$ cat src/rtl/cp0_pkg.sv
// Coprocessor-0 shared definitions: register indices, mux encodings,
// default vector/reset constants and STATUS stack helpers.
package cp0_pkg;

    localparam logic [4:0] CP0_COUNT   = 5'd9;
    localparam logic [4:0] CP0_COMPARE = 5'd11;
    localparam logic [4:0] CP0_STATUS  = 5'd12;
    localparam logic [4:0] CP0_CAUSE   = 5'd13;
    localparam logic [4:0] CP0_EPC     = 5'd14;

    localparam logic [31:0] DEF_EXC_BASE  = 32'h0000_0008;
    localparam logic [31:0] DEF_RESET_STA = 32'h0000_0000;

    typedef enum logic [1:0] {
        SELPC_NPC     = 2'b00,
        SELPC_EPC     = 2'b01,
        SELPC_EXC     = 2'b10,
        SELPC_NPC_ALT = 2'b11
    } selpc_e;

    typedef enum logic [1:0] {
        MFC0_ALU = 2'b00,
        MFC0_STA = 2'b01,
        MFC0_CAU = 2'b10,
        MFC0_EPC = 2'b11
    } mfc0_e;

    // STATUS keeps a 4-bit mask stack: exception entry pushes zeros in,
    // eret pops the previous mask back.
    function automatic logic [31:0] sta_push(input logic [31:0] sta);
        return {sta[27:0], 4'h0};
    endfunction

    function automatic logic [31:0] sta_pop(input logic [31:0] sta);
        return {4'h0, sta[31:4]};
    endfunction

endpackage

$ cat src/rtl/cp0_regfile_if.sv
// Decoder <-> CP0 signal bundle. master = decoder side, slave = CP0 side.
// With CP0_TIMER_EN defined the bundle also carries rd and count_o.
interface cp0_regfile_if;
    logic        mtc0;
    logic        wsta;
    logic        wcau;
    logic        wepc;
    logic        exc;
    logic        inta;
    logic [1:0]  selpc;
    logic [1:0]  mfc0;
    logic [31:0] cause_in;
    logic [31:0] wdata;
    logic [31:0] pc;
    logic [31:0] npc;
    logic [31:0] alu_mem;
    logic [31:0] sta;
    logic [31:0] cau;
    logic [31:0] epc;
    logic [31:0] next_pc;
    logic [31:0] wb_data;
    logic        intr;
`ifdef CP0_TIMER_EN
    logic [4:0]  rd;
    logic [31:0] count_o;

    modport master (
        output mtc0, wsta, wcau, wepc, exc, inta, selpc, mfc0,
               cause_in, wdata, pc, npc, alu_mem, rd,
        input  sta, cau, epc, next_pc, wb_data, intr, count_o
    );
    modport slave (
        input  mtc0, wsta, wcau, wepc, exc, inta, selpc, mfc0,
               cause_in, wdata, pc, npc, alu_mem, rd,
        output sta, cau, epc, next_pc, wb_data, intr, count_o
    );
`else
    modport master (
        output mtc0, wsta, wcau, wepc, exc, inta, selpc, mfc0,
               cause_in, wdata, pc, npc, alu_mem,
        input  sta, cau, epc, next_pc, wb_data, intr
    );
    modport slave (
        input  mtc0, wsta, wcau, wepc, exc, inta, selpc, mfc0,
               cause_in, wdata, pc, npc, alu_mem,
        output sta, cau, epc, next_pc, wb_data, intr
    );
`endif
endinterface

$ cat src/rtl/cp0_regfile_irq_sync.sv
// irq_sync: 2-flop synchroniser, rising-edge detect and a set/clear pending
// latch for one asynchronous level interrupt line. Set beats clear.
module irq_sync (
    input  logic clk,
    input  logic rst,
    input  logic async_i,
    input  logic clr_i,
    output logic pend_o
);

    logic [1:0] sync_q;
    logic       prev_q;
    logic       pend_q;
    logic       pend_d;
    logic       rise;

    // Two-stage synchroniser plus one delayed copy for edge detection.
    always_ff @(posedge clk or posedge rst) begin
        if (rst) begin
            sync_q <= 2'b00;
            prev_q <= 1'b0;
        end else begin
            sync_q <= {sync_q[0], async_i};
            prev_q <= sync_q[1];
        end
    end

    assign rise = sync_q[1] & ~prev_q;

    // A new edge keeps the request alive even if it is acknowledged now.
    always_comb begin
        pend_d = pend_q;
        if (rise) begin
            pend_d = 1'b1;
        end else if (clr_i) begin
            pend_d = 1'b0;
        end
    end

    // Pending request register.
    always_ff @(posedge clk or posedge rst) begin
        if (rst) begin
            pend_q <= 1'b0;
        end else begin
            pend_q <= pend_d;
        end
    end

    assign pend_o = pend_q;

endmodule

$ cat src/rtl/cp0_regfile.sv
// cp0_regfile: STATUS/CAUSE/EPC state, next-PC and write-back muxes and the
// external interrupt request. Optional timer (COUNT/COMPARE) is built when
// the macro CP0_TIMER_EN is defined.
module cp0_regfile
    import cp0_pkg::*;
#(
    parameter logic [31:0] EXC_BASE  = DEF_EXC_BASE,
    parameter logic [31:0] RESET_STA = DEF_RESET_STA
) (
    input  logic           clk,
    input  logic           rst,
    input  logic           irq,
    cp0_regfile_if.slave   bus
);

    logic [31:0] sta_q, sta_d;
    logic [31:0] cau_q, cau_d;
    logic [31:0] epc_q, epc_d;
    logic        irq_pend;
    logic        timer_pend;
    selpc_e      selpc;
    mfc0_e       mfc0;

    assign selpc = selpc_e'(bus.selpc);
    assign mfc0  = mfc0_e'(bus.mfc0);

    // Next state of the architectural registers; exc outranks mtc0 everywhere.
    always_comb begin
        sta_d = sta_q;
        cau_d = cau_q;
        epc_d = epc_q;
        if (bus.wsta) begin
            if (bus.exc) begin
                sta_d = sta_push(sta_q);
            end else if (bus.mtc0) begin
                sta_d = bus.wdata;
            end else if (selpc == SELPC_EPC) begin
                sta_d = sta_pop(sta_q);
            end
        end
        if (bus.wcau) begin
            cau_d = bus.exc ? bus.cause_in : bus.wdata;
        end
        if (bus.wepc) begin
            if (bus.exc) begin
                // An interrupted instruction retires, so resume after it.
                epc_d = bus.inta ? bus.npc : bus.pc;
            end else begin
                epc_d = bus.wdata;
            end
        end
    end

    // Architectural register state.
    always_ff @(posedge clk or posedge rst) begin
        if (rst) begin
            sta_q <= RESET_STA;
            cau_q <= 32'h0;
            epc_q <= 32'h0;
        end else begin
            sta_q <= sta_d;
            cau_q <= cau_d;
            epc_q <= epc_d;
        end
    end

    // Next-PC select uses the pre-edge EPC so eret returns immediately.
    always_comb begin
        bus.next_pc = bus.npc;
        unique case (selpc)
            SELPC_NPC:     bus.next_pc = bus.npc;
            SELPC_EPC:     bus.next_pc = epc_q;
            SELPC_EXC:     bus.next_pc = EXC_BASE;
            SELPC_NPC_ALT: bus.next_pc = bus.npc;
        endcase
    end

    // Write-back mux returns current register contents, no write bypass.
    always_comb begin
        bus.wb_data = bus.alu_mem;
        unique case (mfc0)
            MFC0_ALU: bus.wb_data = bus.alu_mem;
            MFC0_STA: bus.wb_data = sta_q;
            MFC0_CAU: bus.wb_data = cau_q;
            MFC0_EPC: bus.wb_data = epc_q;
        endcase
    end

    irq_sync u_irq_sync (
        .clk    (clk),
        .rst    (rst),
        .async_i(irq),
        .clr_i  (bus.inta),
        .pend_o (irq_pend)
    );

`ifdef CP0_TIMER_EN
    logic [31:0] count_q, count_d;
    logic [31:0] compare_q, compare_d;
    logic        tpend_q, tpend_d;
    logic        wr_count;
    logic        wr_compare;

    assign wr_count   = bus.mtc0 & ~bus.exc & (bus.rd == CP0_COUNT);
    assign wr_compare = bus.mtc0 & ~bus.exc & (bus.rd == CP0_COMPARE);

    // Free-running counter, compare match and timer request next state.
    always_comb begin
        count_d   = wr_count ? bus.wdata : count_q + 32'd1;
        compare_d = wr_compare ? bus.wdata : compare_q;
        tpend_d   = tpend_q;
        if (wr_compare) begin
            tpend_d = 1'b0;
        end else if ((count_q == compare_q) && (compare_q != 32'h0)) begin
            tpend_d = 1'b1;
        end else if (bus.inta) begin
            tpend_d = 1'b0;
        end
    end

    // Timer state.
    always_ff @(posedge clk or posedge rst) begin
        if (rst) begin
            count_q   <= 32'h0;
            compare_q <= 32'h0;
            tpend_q   <= 1'b0;
        end else begin
            count_q   <= count_d;
            compare_q <= compare_d;
            tpend_q   <= tpend_d;
        end
    end

    assign timer_pend  = tpend_q;
    assign bus.count_o = count_q;
`else
    assign timer_pend = 1'b0;
`endif

    assign bus.sta  = sta_q;
    assign bus.cau  = cau_q;
    assign bus.epc  = epc_q;
    assign bus.intr = irq_pend | timer_pend;

endmodule

$ cat src/flat_wrapper.sv
// flat-port wrapper written by rule: the top's interface ports become plain ports
module cp0_regfile_flat import cp0_pkg::*;
#(
    parameter logic [31:0] EXC_BASE  = DEF_EXC_BASE,
    parameter logic [31:0] RESET_STA = DEF_RESET_STA
)
  (clk, rst, irq, bus_mtc0, bus_wsta, bus_wcau, bus_wepc, bus_exc, bus_inta, bus_selpc, bus_mfc0, bus_cause_in, bus_wdata, bus_pc, bus_npc, bus_alu_mem, bus_sta, bus_cau, bus_epc, bus_next_pc, bus_wb_data, bus_intr);
  cp0_regfile_if bus_i ();
  input  logic clk;
  input  logic rst;
  input  logic irq;
  input wire logic [$bits(bus_i.mtc0)-1:0] bus_mtc0;
  input wire logic [$bits(bus_i.wsta)-1:0] bus_wsta;
  input wire logic [$bits(bus_i.wcau)-1:0] bus_wcau;
  input wire logic [$bits(bus_i.wepc)-1:0] bus_wepc;
  input wire logic [$bits(bus_i.exc)-1:0] bus_exc;
  input wire logic [$bits(bus_i.inta)-1:0] bus_inta;
  input wire logic [$bits(bus_i.selpc)-1:0] bus_selpc;
  input wire logic [$bits(bus_i.mfc0)-1:0] bus_mfc0;
  input wire logic [$bits(bus_i.cause_in)-1:0] bus_cause_in;
  input wire logic [$bits(bus_i.wdata)-1:0] bus_wdata;
  input wire logic [$bits(bus_i.pc)-1:0] bus_pc;
  input wire logic [$bits(bus_i.npc)-1:0] bus_npc;
  input wire logic [$bits(bus_i.alu_mem)-1:0] bus_alu_mem;
  output wire logic [$bits(bus_i.sta)-1:0] bus_sta;
  output wire logic [$bits(bus_i.cau)-1:0] bus_cau;
  output wire logic [$bits(bus_i.epc)-1:0] bus_epc;
  output wire logic [$bits(bus_i.next_pc)-1:0] bus_next_pc;
  output wire logic [$bits(bus_i.wb_data)-1:0] bus_wb_data;
  output wire logic [$bits(bus_i.intr)-1:0] bus_intr;
  assign bus_i.mtc0 = bus_mtc0;
  assign bus_i.wsta = bus_wsta;
  assign bus_i.wcau = bus_wcau;
  assign bus_i.wepc = bus_wepc;
  assign bus_i.exc = bus_exc;
  assign bus_i.inta = bus_inta;
  assign bus_i.selpc = bus_selpc;
  assign bus_i.mfc0 = bus_mfc0;
  assign bus_i.cause_in = bus_cause_in;
  assign bus_i.wdata = bus_wdata;
  assign bus_i.pc = bus_pc;
  assign bus_i.npc = bus_npc;
  assign bus_i.alu_mem = bus_alu_mem;
  assign bus_sta = bus_i.sta;
  assign bus_cau = bus_i.cau;
  assign bus_epc = bus_i.epc;
  assign bus_next_pc = bus_i.next_pc;
  assign bus_wb_data = bus_i.wb_data;
  assign bus_intr = bus_i.intr;
  cp0_regfile #(.EXC_BASE(EXC_BASE), .RESET_STA(RESET_STA)) u_core (.clk(clk), .rst(rst), .irq(irq), .bus(bus_i));
endmodule
$ cat config.mk
export PLATFORM = sky130hd
export DESIGN_NAME = cp0_regfile_flat
export DESIGN_NICKNAME = d
export VERILOG_FILES = /design/src/rtl/cp0_pkg.sv /design/src/rtl/cp0_regfile_if.sv /design/src/rtl/cp0_regfile_irq_sync.sv /design/src/rtl/cp0_regfile.sv /design/src/flat_wrapper.sv
export SDC_FILE = /design/constraint.sdc
export NUM_CORES = 1
export LEC_CHECK = 0
export ABC_AREA = 1
export BUFFER_PORTS_ARGS = -buffer_cell sky130_fd_sc_hd__buf_2
export CORE_AREA = 3 3 127 129
export CTS_BUF_LIST = sky130_fd_sc_hd__clkbuf_16
export DETAILED_ROUTE_END_ITERATION = 10
export DIE_AREA = 0 0 130 132
export PLACE_DENSITY_LB_ADDON = 0.25
export SLEW_MARGIN = 20
export SYNTH_ARGS = -nofsm -noshare
export SYNTH_HDL_FRONTEND = slang
export SYNTH_SLANG_ARGS = --single-unit
$ cat constraint.sdc
create_clock -name clk -period 3.5 [get_ports clk]
set_input_delay 0.525 -clock clk [delete_from_list [all_inputs] [get_ports clk]]
set_output_delay 0.525 -clock clk [all_outputs]
set_load 0.005 [all_outputs]
Yosys cells after proc, flatten, opt, wreduce, memory -nomap -nowiden
Index checks and enable logic that the tools add are counted.

operators by class
  add/sub/neg operators = 0
  muxes and demuxes = 10
  shift-type cells = 0
  reductions and logical operators = 6
  bitwise operators = 2
  $lt $le $gt $ge = 0
  divide/modulo/power cells = 0
  multipliers = 0
  eq/ne operators = 6

operators with widths
  operator            number
  $mux 32             6
  $pmux 32 s4         1
  $pmux 32 s3         1
  $eq 2x2->1 const B  4
  $eq 2x1->1 const B  2
  $logic_not 2->1     2
  $reduce_bool 3->1   1
  $mux 1              2
  $reduce_and 2->1    1
  $reduce_bool 2->1   1
  $reduce_or 2->1     1
  $and 1x1->1         1
  $not 1->1           1

storage, ports and cells
  ROM bits = 0
  memories = 0
  output and inout port bits = 161
  latch bits = 0
  bits of input ports = 173
  logic and storage cells = 30
  register bits after elaboration = 100
  bits in writable memories = 0

Depth between registers and ports, before layout
  depth after elaboration = 4
  depth in mapped cells = 9
  depth with buffers taken out = 7

Cells and area by module
A second synthesis with hierarchy kept.

second synthesis, totals
  cells, all modules = 1118
  area, all modules = 6692.7 sq um

modules (own cells, without submodules)
  module       sequential area each (sq um)  cells an instance  times used  area an instance (sq um)
  cp0_regfile  2402.3                        1108               1           6570.1
  irq_sync     100.1                         10                 1           122.6

Worst setup path after synthesis
OpenSTA, ideal clock, no wires.

  path type = input-to-output
  start = input port bus_selpc[0]
  end = output port bus_next_pc[11]
  path buffers = 1
  stages = 5
  required time = 2975 ps
  data arrival time = 1320 ps
  path slack = 1655 ps
  cells stage by stage = inv_1 > ha_1 > buf_1 > nand3_1 > nand2_1

on the way
  cells in the longest elaborated chain, start to end = 3
  elaborated cells on any way between the ends = 6
  classes of those cells = eq/ne: 3; mux: 1; reduce/logical: 2

RTL lines
  item                                                  line                text
  start, declared                                       flat_wrapper.sv:18  input wire logic [$bits(bus_i.selpc)-1:0] bus_selpc;
  $eq 2x2->1 / $logic_not 2->1 (equally long branches)  cp0_regfile.sv:70   unique case (selpc)
  $reduce_or 2->1 (no line)                             -
  $pmux 32 s3 *                                         cp0_regfile.sv:70
  end, declared                                         flat_wrapper.sv:28  output wire logic [$bits(bus_i.next_pc)-1:0] bus_next_pc;

Every way passes the cells marked *; elsewhere a longest branch is shown, timed or not.

Worst setup path in the final report
  start = input port bus_mfc0[1]
  end = output port bus_wb_data[24]

on the way
  cells in the longest elaborated chain, start to end = 2
  elaborated cells on any way between the ends = 5
  classes of those cells = eq/ne: 3; mux: 1; reduce/logical: 1

RTL lines
  item                                      line                text
  start, declared                           flat_wrapper.sv:19  input wire logic [$bits(bus_i.mfc0)-1:0] bus_mfc0;
  $eq 2x2->1, or another cell as far along  cp0_regfile.sv:81   unique case (mfc0)
  $pmux 32 s4 *                             cp0_regfile.sv:81
  end, declared                             flat_wrapper.sv:29  output wire logic [$bits(bus_i.wb_data)-1:0] bus_wb_data;

Marks and branches as above.

==> flow_summary.yaml <==
placed_design:
  dpl.hpwl_mm: 21.4
  io_buffers: 333
  dpl.cell_count: 1551
  place_congestion: 0.942
final_layout:
  drive_gt1_share_pct: 26.6
  area_growth_pct: 28.5
  nets: 1549
  finalNonFillerCells: 1568
sta:
  fin_tns_setup_ps: 0
  grt_setup_unrepaired: "false"
  hold_viol: 0
  worstMarginPinSlew_ps: 1010
  slew_headroom_pct: 32.7
  fmaxAchievable_ghz: 0.397
  hold_slack_ps: 262
  setup_viol: 0
  period_needed_ps: 2520
  report.final.slew_viol_count: 0
  skew_ps: 4.53
  period_share_pct: 71.9
clock_tree:
  cts_hold_buf: 0
  ctsHtreeMaxLevel: 3
  clockBufferDepth: 2
  clk_transition_reported_paths_ps: 70
  clkSinkCount: 100
  cts_tree: "yes"
  cts_buffers: 9
  cts_resized: 0
  post-cts-setup-buffers: 0
  clk_latency_ps: 360
  root_buffer: "clkbuf_16"
setup_path:
  criticalPathCategory: "input pin to output pin"
  crit_start: "bus_mfc0[1]"
  critical_path.reg2reg.startpoint: "u_core.bus.sta[19]"
  cp-start-kind: "input pin"
  crit_fanout: 17
  cp-end-kind: "output pin"
  cp.arrival_ps: 1990
  cp.required_ps: 2970
synthesis:
  ys_seq_area_share_pct: 37.7
  ys_types: 19
  yosys.area.top_type_share_pct: 37.7
  netlist_area_um2: 6630
  synth_nets: 1263
  ys_ff_latch: 100
  synth_warnings: 0
  synth.top_cells.by_area: "dfrtp_1 (38%), nand2_1 (32%), a21oi_1 (7.5%)"
  yosysTopAreaCell: "dfrtp_1"
  syn_area_per_cell_um2: 6.10
  synth_cells: 1088
die:
  core_area_um2: 15100
  io_pins: 334
  fp-row-count: 45
  dieArea_um2: 17200
  start_util_pct: 43.8
  die_w_um: 130
  dieHeight_um: 132
global_route:
  grt_pass1_vias: 7773
  grt_max_degree: 65
  grt-ovfl-total: 0
  track_usage_pct: 32.4
  antenna_found_initial: 1
  grt_pass1_wl_mm: 42.7
detailed_routing:
  dr.pass1.iters: 8
  wl_met1_mm: 10.3
  vias_per_cell: 5.32
  ant_nets: 0
  drc: 0
  wl_met3_mm: 2.32
  top_layer_used: "met4"
  wl_met2_mm: 14.0
  routed-via-count: 8339
  drt_iter0_markers: 658
  routedWlPerCell_um: 18.2
  wl_mm: 28.6
flow_run:
  maxCapViolCount: 0
power_and_ir_drop:
  p_leak_nw: 4.98
  powerDensity_nw_per_um2: 398
  peakVddDrop_mv: 0.228
worst_hold_path:
  min_path_type: "input pin to asynchronous set/reset pin"
outcome:
  status: "finished, final reports clean"
## cell families after synthesis
family	Yosys count	share of synthesized area, %
buf+inv	116	8.40
compound gates	111	8.43
flops	100	37.7
fa+ha+maj	2	0.377
simple gates	759	45.1
## worst paths after layout
path	slack [ps]	cells after the start	to
max in group asynchronous	2360	3	u_core.bus.epc[18]
setup reg to reg	2540	6	u_core.bus.sta[15]
hold / removal	260	2	u_core.u_irq_sync.sync_q[0]
min in group clk	290	1	u_core.u_irq_sync.sync_q[0]
hold reg to reg	350	0	u_core.u_irq_sync.sync_q[1]
setup / recovery	980	6	bus_wb_data[24]
## area by class of cell
cell class                      instances  area, um^2
Fill cell                            1590        6620
Multi-Input combinational cell        872        3570
Sequential cell                       100        2500
Timing Repair Buffer                  346        1780
Tap cell                              188         235
Clock buffer                            9         225
Inverter                               45         171
Clock inverter                          7        28.8
Antenna cell                            1        2.50
## critical path, stage by stage
cell and delay [ps]:
buf_2 130, nor2_2 610, buf_4 380, nand2_1 80, nand4_1 120, buf_2 130
## placed cells by master (no fill, tap or decap), drive strengths merged
master  count
a21oi     101
buf       346
clkbuf      9
clkinv      3
dfrtp     100
diode       1
ha          2
inv        49
nand2     560
nand3      35
nand4      32
nor2      132
o21ai      10
## power breakdown
| group | leakage (nW) | switching, W | internal, W |
|---|---|---|---|
| registers | 1.19 | 0.000222 | 0.00129 |
| logic | 3.64 | 0.000552 | 0.000407 |
| clock network | 0.142 | 0.000447 | 0.000468 |
## sequential cells by signal, summed over array words and instances (netlist names)
| signal | count |
|---|---|
| u_core.bus.cau | 32 |
| u_core.bus.epc | 32 |
| u_core.bus.sta | 32 |
| u_core.u_irq_sync.pend_o | 1 |
| u_core.u_irq_sync.prev_q | 1 |
| u_core.u_irq_sync.sync_q | 2 |
## cell usage after synthesis
cell / instances
dfrtp_1: 100
nor2_4: 1
nand4_1: 32
buf_1: 3
nand2_2: 1
buf_2: 37
o21ai_0: 10
nor2_1: 129
nand3_1: 35
ha_1: 2
clkbuf_1: 15
nand2_1: 559
inv_2: 3
inv_1: 42
buf_6: 4
nor2_2: 2
a21oi_2: 1
a21oi_1: 100
buf_4: 12
## stage by stage
step / setup slack, ps / area [um^2] / total power [W] / util [%]
after global placement: 1000 / 8260 / 0.00247 / 54.6
final: 984 / 8520 / 0.00339 / 56.3
after floorplan: 356 / 6630 / 0.00195 / -
after CTS: 979 / 8520 / 0.00340 / 56.2
after detailed placement: 981 / 8260 / 0.00249 / 54.6
after global routing: 908 / 8520 / 0.00358 / 56.3
## layer usage
metal  vias to the layer above  global-route usage, %
li1                       3969                      -
met1                      3797                   37.2
met2                       468                   55.0
met3                       105                   5.63
met4                         0                   20.8
met5                         -                      0
No activity file was read; power rests on OpenSTA's default activity.
